--- config.mk ---
export PLATFORM = sky130hd
export DESIGN_NAME = c1541_sd_server_flat
export DESIGN_NICKNAME = d
export VERILOG_FILES = /design/src/rtl/c1541_sd_server_if.sv /design/src/rtl/c1541_sd_server.sv /design/src/flat_wrapper.sv
export SDC_FILE = /design/constraint.sdc
export NUM_CORES = 1
export LEC_CHECK = 0
export CORE_MARGIN = 2
export CORE_UTILIZATION = 42
export CTS_BUF_LIST = sky130_fd_sc_hd__clkbuf_4 sky130_fd_sc_hd__clkbuf_8
export DETAILED_ROUTE_END_ITERATION = 10
export PLACE_DENSITY = 0.82
export SYNTH_ARGS = -nofsm -noshare
export SYNTH_HDL_FRONTEND = slang
export SYNTH_SLANG_ARGS = --single-unit
export TNS_END_PERCENT = 20
--- constraint.sdc ---
create_clock -name clk -period 2.3 [get_ports clk]
set_input_delay 0.575 -clock clk [delete_from_list [all_inputs] [get_ports clk]]
set_output_delay 0.575 -clock clk [all_outputs]
set_load 0.05 [all_outputs]
--- src/rtl/c1541_sd_server_if.sv ---
// Block-transfer bus of c1541_sd_server: the SD buffer side and the disk-image side.
// The master modport is the environment (initiator and image store); slave is the server.
interface c1541_sd_server_if;
    logic [31:0] sd_lba;
    logic        sd_rd;
    logic        sd_wr;
    logic        sd_ack;
    logic [8:0]  sd_buff_addr;
    logic [7:0]  sd_buff_dout;
    logic        sd_buff_wr;
    logic [7:0]  sd_buff_din;
    logic [23:0] img_addr;
    logic        img_rd;
    logic        img_wr;
    logic [7:0]  img_din;
    logic [7:0]  img_dout;
    logic        img_ready;

    modport master (
        output sd_lba, sd_rd, sd_wr, sd_buff_din, img_dout, img_ready,
        input  sd_ack, sd_buff_addr, sd_buff_dout, sd_buff_wr, img_addr, img_rd, img_wr, img_din
    );

    modport slave (
        input  sd_lba, sd_rd, sd_wr, sd_buff_din, img_dout, img_ready,
        output sd_ack, sd_buff_addr, sd_buff_dout, sd_buff_wr, img_addr, img_rd, img_wr, img_din
    );
endinterface

--- src/rtl/c1541_sd_server.sv ---
// Serves 512-byte SD block reads/writes from a byte-wide disk image, one byte per image access.
// Optional WRPROT_EN: wr_protect at write acceptance blocks all image writes for that block.
module c1541_sd_server #(
    parameter int IMG_BLOCKS = 768
) (
    input  logic               clk,
    input  logic               reset,
    input  logic               wr_protect,
    output logic               busy,
    output logic               range_err,
    c1541_sd_server_if.slave   bus
);

    typedef enum logic [3:0] {
        IDLE, START, RD_FETCH, RD_PUT, WR_ADDR, WR_SAMPLE, WR_STORE, DONE, RELEASE
    } state_t;

    state_t      state_r, state_s;
    logic [14:0] lba_r, lba_s;
    logic [8:0]  cnt_r, cnt_s;
    logic        is_wr_r, is_wr_s;
    logic        no_img_r, no_img_s;
    logic        ack_r, ack_s;
    logic        bwr_r, bwr_s;
    logic        img_rd_r, img_rd_s;
    logic        img_wr_r, img_wr_s;
    logic        busy_r, busy_s;
    logic        rerr_r, rerr_s;
    logic [7:0]  dout_r, dout_s;
    logic [7:0]  img_din_r, img_din_s;
    logic        oor_s;
    logic        prot_s;
    logic        last_s;

`ifdef WRPROT_EN
    assign prot_s = wr_protect & bus.sd_wr & ~bus.sd_rd;
`else
    logic unused_s;
    assign unused_s = wr_protect;
    assign prot_s   = 1'b0;
`endif

    assign oor_s  = (bus.sd_lba >= 32'(IMG_BLOCKS));
    assign last_s = (cnt_r == 9'd511);

    // Next-state and next-output logic; no_img_r turns a block into a dummy transfer.
    always_comb begin
        state_s   = state_r;
        lba_s     = lba_r;
        cnt_s     = cnt_r;
        is_wr_s   = is_wr_r;
        no_img_s  = no_img_r;
        ack_s     = ack_r;
        bwr_s     = 1'b0;
        img_rd_s  = img_rd_r;
        img_wr_s  = img_wr_r;
        busy_s    = busy_r;
        rerr_s    = rerr_r;
        dout_s    = dout_r;
        img_din_s = img_din_r;
        case (state_r)
            IDLE: begin
                if (bus.sd_rd || bus.sd_wr) begin
                    lba_s    = bus.sd_lba[14:0];
                    cnt_s    = 9'd0;
                    busy_s   = 1'b1;
                    is_wr_s  = ~bus.sd_rd;
                    no_img_s = oor_s | prot_s;
                    rerr_s   = oor_s | prot_s;
                    state_s  = START;
                end else begin
                    state_s  = IDLE;
                end
            end
            START: begin
                ack_s = 1'b1;
                if (is_wr_r) begin
                    state_s = WR_ADDR;
                end else begin
                    img_rd_s = ~no_img_r;
                    state_s  = RD_FETCH;
                end
            end
            RD_FETCH: begin
                if (no_img_r) begin
                    dout_s  = 8'h00;
                    bwr_s   = 1'b1;
                    state_s = RD_PUT;
                end else if (bus.img_ready) begin
                    dout_s   = bus.img_dout;
                    img_rd_s = 1'b0;
                    bwr_s    = 1'b1;
                    state_s  = RD_PUT;
                end else begin
                    state_s  = RD_FETCH;
                end
            end
            RD_PUT: begin
                if (last_s) begin
                    state_s  = DONE;
                end else begin
                    cnt_s    = cnt_r + 9'd1;
                    img_rd_s = ~no_img_r;
                    state_s  = RD_FETCH;
                end
            end
            WR_ADDR: begin
                state_s = WR_SAMPLE;
            end
            WR_SAMPLE: begin
                // Buffer data lags the address by one cycle, so it is taken here.
                if (no_img_r) begin
                    img_wr_s  = 1'b0;
                end else begin
                    img_din_s = bus.sd_buff_din;
                    img_wr_s  = 1'b1;
                end
                state_s = WR_STORE;
            end
            WR_STORE: begin
                if (no_img_r || bus.img_ready) begin
                    img_wr_s = 1'b0;
                    if (last_s) begin
                        state_s = DONE;
                    end else begin
                        cnt_s   = cnt_r + 9'd1;
                        state_s = WR_ADDR;
                    end
                end else begin
                    state_s = WR_STORE;
                end
            end
            DONE: begin
                ack_s   = 1'b0;
                state_s = RELEASE;
            end
            RELEASE: begin
                if (!bus.sd_rd && !bus.sd_wr) begin
                    busy_s  = 1'b0;
                    state_s = IDLE;
                end else begin
                    state_s = RELEASE;
                end
            end
            default: begin
                state_s = IDLE;
            end
        endcase
    end

    // State register and registered outputs; reset drops any image access at once.
    always_ff @(posedge clk) begin
        if (reset) begin
            state_r   <= IDLE;
            lba_r     <= 15'd0;
            cnt_r     <= 9'd0;
            is_wr_r   <= 1'b0;
            no_img_r  <= 1'b0;
            ack_r     <= 1'b0;
            bwr_r     <= 1'b0;
            img_rd_r  <= 1'b0;
            img_wr_r  <= 1'b0;
            busy_r    <= 1'b0;
            rerr_r    <= 1'b0;
            dout_r    <= 8'h00;
            img_din_r <= 8'h00;
        end else begin
            state_r   <= state_s;
            lba_r     <= lba_s;
            cnt_r     <= cnt_s;
            is_wr_r   <= is_wr_s;
            no_img_r  <= no_img_s;
            ack_r     <= ack_s;
            bwr_r     <= bwr_s;
            img_rd_r  <= img_rd_s;
            img_wr_r  <= img_wr_s;
            busy_r    <= busy_s;
            rerr_r    <= rerr_s;
            dout_r    <= dout_s;
            img_din_r <= img_din_s;
        end
    end

    assign bus.sd_ack       = ack_r;
    assign bus.sd_buff_addr = cnt_r;
    assign bus.sd_buff_dout = dout_r;
    assign bus.sd_buff_wr   = bwr_r;
    assign bus.img_addr     = {lba_r, cnt_r};
    assign bus.img_rd       = img_rd_r;
    assign bus.img_wr       = img_wr_r;
    assign bus.img_din      = img_din_r;
    assign busy             = busy_r;
    assign range_err        = rerr_r;

endmodule

--- src/flat_wrapper.sv ---
// flat-port wrapper written by rule: the top's interface ports become plain ports
module c1541_sd_server_flat 
#(
    parameter int IMG_BLOCKS = 768
)
  (clk, reset, wr_protect, busy, range_err, bus_sd_lba, bus_sd_rd, bus_sd_wr, bus_sd_buff_din, bus_img_dout, bus_img_ready, bus_sd_ack, bus_sd_buff_addr, bus_sd_buff_dout, bus_sd_buff_wr, bus_img_addr, bus_img_rd, bus_img_wr, bus_img_din);
  c1541_sd_server_if bus_i ();
  input  logic clk;
  input  logic reset;
  input  logic wr_protect;
  output logic busy;
  output logic range_err;
  input wire logic [$bits(bus_i.sd_lba)-1:0] bus_sd_lba;
  input wire logic [$bits(bus_i.sd_rd)-1:0] bus_sd_rd;
  input wire logic [$bits(bus_i.sd_wr)-1:0] bus_sd_wr;
  input wire logic [$bits(bus_i.sd_buff_din)-1:0] bus_sd_buff_din;
  input wire logic [$bits(bus_i.img_dout)-1:0] bus_img_dout;
  input wire logic [$bits(bus_i.img_ready)-1:0] bus_img_ready;
  output wire logic [$bits(bus_i.sd_ack)-1:0] bus_sd_ack;
  output wire logic [$bits(bus_i.sd_buff_addr)-1:0] bus_sd_buff_addr;
  output wire logic [$bits(bus_i.sd_buff_dout)-1:0] bus_sd_buff_dout;
  output wire logic [$bits(bus_i.sd_buff_wr)-1:0] bus_sd_buff_wr;
  output wire logic [$bits(bus_i.img_addr)-1:0] bus_img_addr;
  output wire logic [$bits(bus_i.img_rd)-1:0] bus_img_rd;
  output wire logic [$bits(bus_i.img_wr)-1:0] bus_img_wr;
  output wire logic [$bits(bus_i.img_din)-1:0] bus_img_din;
  assign bus_i.sd_lba = bus_sd_lba;
  assign bus_i.sd_rd = bus_sd_rd;
  assign bus_i.sd_wr = bus_sd_wr;
  assign bus_i.sd_buff_din = bus_sd_buff_din;
  assign bus_i.img_dout = bus_img_dout;
  assign bus_i.img_ready = bus_img_ready;
  assign bus_sd_ack = bus_i.sd_ack;
  assign bus_sd_buff_addr = bus_i.sd_buff_addr;
  assign bus_sd_buff_dout = bus_i.sd_buff_dout;
  assign bus_sd_buff_wr = bus_i.sd_buff_wr;
  assign bus_img_addr = bus_i.img_addr;
  assign bus_img_rd = bus_i.img_rd;
  assign bus_img_wr = bus_i.img_wr;
  assign bus_img_din = bus_i.img_din;
  c1541_sd_server #(.IMG_BLOCKS(IMG_BLOCKS)) u_core (.clk(clk), .reset(reset), .wr_protect(wr_protect), .busy(busy), .range_err(range_err), .bus(bus_i));
endmodule
==> flow_metrics.env <==
export IMPL_ctsResizeCount=0
export IMPL_syn_instance_count=272
export IMPL_grt_busiest_layer="met2"
export IMPL_post_cts_buffers=0
export IMPL_peakVddDrop_mv=0.5517
export IMPL_ys_seq_elements=51
export IMPL_status="finished, final reports clean"
export IMPL_min_period_ps=2212
export IMPL_met3_usage_pct=4.828
export IMPL_grt_pass1_wl_mm=9.439
export IMPL_yosysWarnings=0
export IMPL_r2r_setup_slack_ps=90
export IMPL_pwr_share_seq_pct=38.9
export IMPL_powerDensity_mw_per_mm2=811.7
export IMPL_wl_per_cell_um=13.62
export IMPL_postSynth_asyncResetShare_pct=0
export IMPL_finalHoldViolCount=0
export IMPL_die_w_um=78.26
export IMPL_cts_tree="yes"
export IMPL_worstSetupStartpointType="register"
export IMPL_ant_nets=0
export IMPL_drv_cap=0
export IMPL_crit_cells=9
export IMPL_slew_violations=0
export IMPL_drc_errors=0
export IMPL_tightestPinTransition_ps=565.0
export IMPL_drt_pass1_iterations=4
export IMPL_die_area_sq_mm=0.006124
export IMPL_postCtsHoldBufs=0
export IMPL_syn_to_final_growth_pct=53.00
export IMPL_cp_arrival_ps=2450
export IMPL_endpoint_kind="register"
export IMPL_grtUsageMet2_pct=32.59
export IMPL_io_pins=109
export IMPL_syn_cell_area_sq_mm=0.002316
export IMPL_dp_cells=437
export IMPL_path_delay_family="simple AND/OR/NAND/NOR gates"
export IMPL_worst_path_buf_inv=1
export IMPL_track_usage_pct=18.88
export IMPL_finalWorstSetupSlack_ps=87.94
export IMPL_io_buffer_count=107
export IMPL_avgSynthCellArea_sq_um=8.515
export IMPL_clkLatencyLatePin_ps=300
export IMPL_ys_seq_area_share_pct=44.08
export IMPL_fmax_mhz=452.1
export IMPL_place_hpwl_mm=4.390
export IMPL_r2r_worst_path_cells=9
export IMPL_clkTransAtPathRegs_ps=90
export IMPL_antenna_found_initial=0
export IMPL_finalNonFillerCells=446
export IMPL_rsz0062_at_grt="yes"
export IMPL_grt_pass1_vias=2063
export IMPL_worstPathRequired_ps=2540
export IMPL_drive_above_1_share_pct=9.358
export IMPL_yosysUniqueCellTypes=47
export IMPL_p_int_uw=1706
export IMPL_dr_total_vias=2313
export IMPL_slowest_stage="or4_1"
export IMPL_critPathLaunch="u_core.bus.sd_buff_addr[0]"
export IMPL_row_count=27
export IMPL_cp_slowest_stage_delay_ps=570
export IMPL_finalPower_uw=2876
export IMPL_crit_chain="ha_1, and3_1, nand3_1, nor2_1, ha_1, inv_2, a32oi_4, or4_1, a21oi_2"
export IMPL_viasPerCell=5.186
export IMPL_gp_congestion=0.8082
export IMPL_slew_headroom_pct=62.20
export IMPL_cpMostUsedCell="ha_1"
export IMPL_core_area_sq_mm=0.005405
export IMPL_numCtsBuffers=5
export IMPL_synth_main_ff_cell="dfxtp_1"
export IMPL_synth_nets=328
export IMPL_nets=429
export IMPL_setup_viol=0
export IMPL_r2r_end="u_core.bus.sd_buff_addr[7]"
export IMPL_hold_slack_ps=455.9
export IMPL_use_met1_pct=23.10
export IMPL_grt_overflow=0
export IMPL_hold_depth=2
export IMPL_switching_power_uw=1170
export IMPL_cts_sinks=51
export IMPL_switching_share_pct=40.68
export IMPL_skew_ps=11.16
export IMPL_crit_type="reg -> reg"
export IMPL_cts_buffer_depth=2
export IMPL_r2r_start="u_core.bus.sd_buff_addr[0]"
export IMPL_clockPowerShare_pct=17.9
export IMPL_final_core_util_pct=65.56
export IMPL_crit_path_max_fanout=8
export IMPL_cts_htree_levels=2
export IMPL_endpoint="u_core.bus.sd_buff_addr[7]"
export IMPL_antennaDiodeCount=0
export IMPL_first_iter_violations=153
export IMPL_synth_edf_count=0
export IMPL_wl_mm=6.074
export IMPL_fp_dieH_um=78.26
export IMPL_cts_root_buf="clkbuf_8"
export IMPL_p_leak_uw=0.001241
export IMPL_initial_core_util_pct=42.85
export IMPL_grt_max_degree=20
export IMPL_fin_crit_sh_pct=96.18
export IMPL_dpl_worst_slack_ps=75.52
export IMPL_hold_path_class="reg -> reg"
export IMPL_p_comb_share_pct=43.3
## worst min path at each step
stage,from,end
after floorplan,u_core.is_wr_r,u_core.is_wr_r
after global placement,u_core.lba_r[8],u_core.lba_r[8]
final,u_core.lba_r[9],u_core.lba_r[9]
after detailed placement,u_core.lba_r[6],u_core.lba_r[6]
after global routing,u_core.lba_r[14],u_core.lba_r[14]
after CTS,u_core.lba_r[9],u_core.lba_r[9]
## power by group through the flow
stage                     combinational [uW]  sequential [uW]  clock [uW]
after floorplan                          535             1400           0
after global placement                  1180             1130           0
after detailed placement                1190             1130           0
after CTS                               1200             1120         520
after global routing                    1330             1140         556
final                                   1240             1120         514
## kinds of logic after synthesis
family                     share of synthesized area (%)
AOI/OAI and AO/OA                                  18.21
xor gates and xnor gates                          0.3782
adders and majority gates                          1.080
buffers and inverters                              7.401
DFF                                                44.08
muxes                                              3.890
and+or+nand+nor                                    24.96
## through the flow
step | area, sq um | TNS [ps]
global placement | 3422 | 0
detailed placement | 3422 | 0
finish | 3543 | 0
CTS | 3511 | 0
global route | 3543 | -35.49
floorplan | 2318 | 0
## state kept, by name (all words and copies together), names as in the netlist
register	cells
u_core.no_img_r	1
u_core.lba_r	15
u_core.is_wr_r	1
u_core.bus.sd_buff_addr	9
u_core.bus.sd_buff_dout	8
u_core.bus.sd_buff_wr	1
u_core.bus.sd_ack	1
u_core.bus.img_rd	1
u_core.bus.img_wr	1
u_core.busy	1
u_core.state_r	4
u_core.bus.img_din	8
## area by class of cell
cell class                      instances  area [sq um]
Tap cell                               72         90.09
Timing Repair Buffer                  120          1166
Multi-Input combinational cell        190          1155
Sequential cell                        51          1025
Inverter                                5         18.77
Fill cell                             442          1862
Clock buffer                            6         76.32
Clock inverter                          2         12.51
## synthesized netlist by cell type, types with 2 or more instances
cell       number  area (sq um)
or3_1           3         18.77
a211oi_1        2         15.01
inv_1           5         18.77
or4_1           3         22.52
nand2_1        36         135.1
a31oi_1         3         18.77
nand4_1         4         25.02
and2_1          2         12.51
mux2i_1         9         90.09
nor4_1          5         31.28
ha_1            2         25.02
nand4bb_1       2         22.52
o31ai_1         3         22.52
or2_2           2         12.51
a22oi_1         8         60.06
o21ai_0         8         40.04
nor3_1          3         15.01
o21a_1          2         15.01
nor2b_1         3         18.77
buf_4          10         75.07
nand2b_1        4         25.02
nor2_1         26         97.59
and3_1          3         18.77
nand4b_1        2         17.52
nand3_1         4         20.02
dfxtp_1        51          1021
buf_2           5         25.02
a2bb2oi_1       2         17.52
clkbuf_1       10         37.54
a21oi_1        33         165.2
## tightest hold or removal path, cell delays in order, from the launching register on
cell and delay, ps:
dfxtp_1 320, nand2_1 50, a21oi_1 50
## metal layers
metal | part of all wire (%) | wire length (um) | up-vias
li1 | - | - | 1161
met1 | 43 | 2602 | 1067
met2 | 50 | 3022 | 74
met3 | 5.8 | 353 | 11
met4 | 1.6 | 95 | 0
met5 | 0 | 0 | -
## placed cells by master (no fill, tap or decap), types with 3 or more instances in the layout
| cell type | Yosys | routed |
|---|---|---|
| dfxtp_1 | 51 | 48 |
| nor2b_1 | 3 | 3 |
| and3_1 | 3 | 3 |
| o21ai_0 | 8 | 8 |
| buf_4 | 10 | 14 |
| nand4_1 | 4 | 4 |
| or3_1 | 3 | 3 |
| nor2_1 | 26 | 26 |
| nand2b_1 | 4 | 4 |
| a31oi_1 | 3 | 3 |
| nor3_1 | 3 | 3 |
| inv_1 | 5 | 4 |
| nor4_1 | 5 | 5 |
| o31ai_1 | 3 | 3 |
| or4_1 | 3 | 3 |
| mux2i_1 | 9 | 9 |
| nand3_1 | 4 | 4 |
| clkbuf_8 | 0 | 5 |
| a21oi_1 | 33 | 32 |
| clkdlybuf4s50_1 | 0 | 106 |
| a22oi_1 | 8 | 8 |
| nand2_1 | 36 | 36 |
| dfxtp_2 | 0 | 3 |
(Power assumes the default switching activity.)
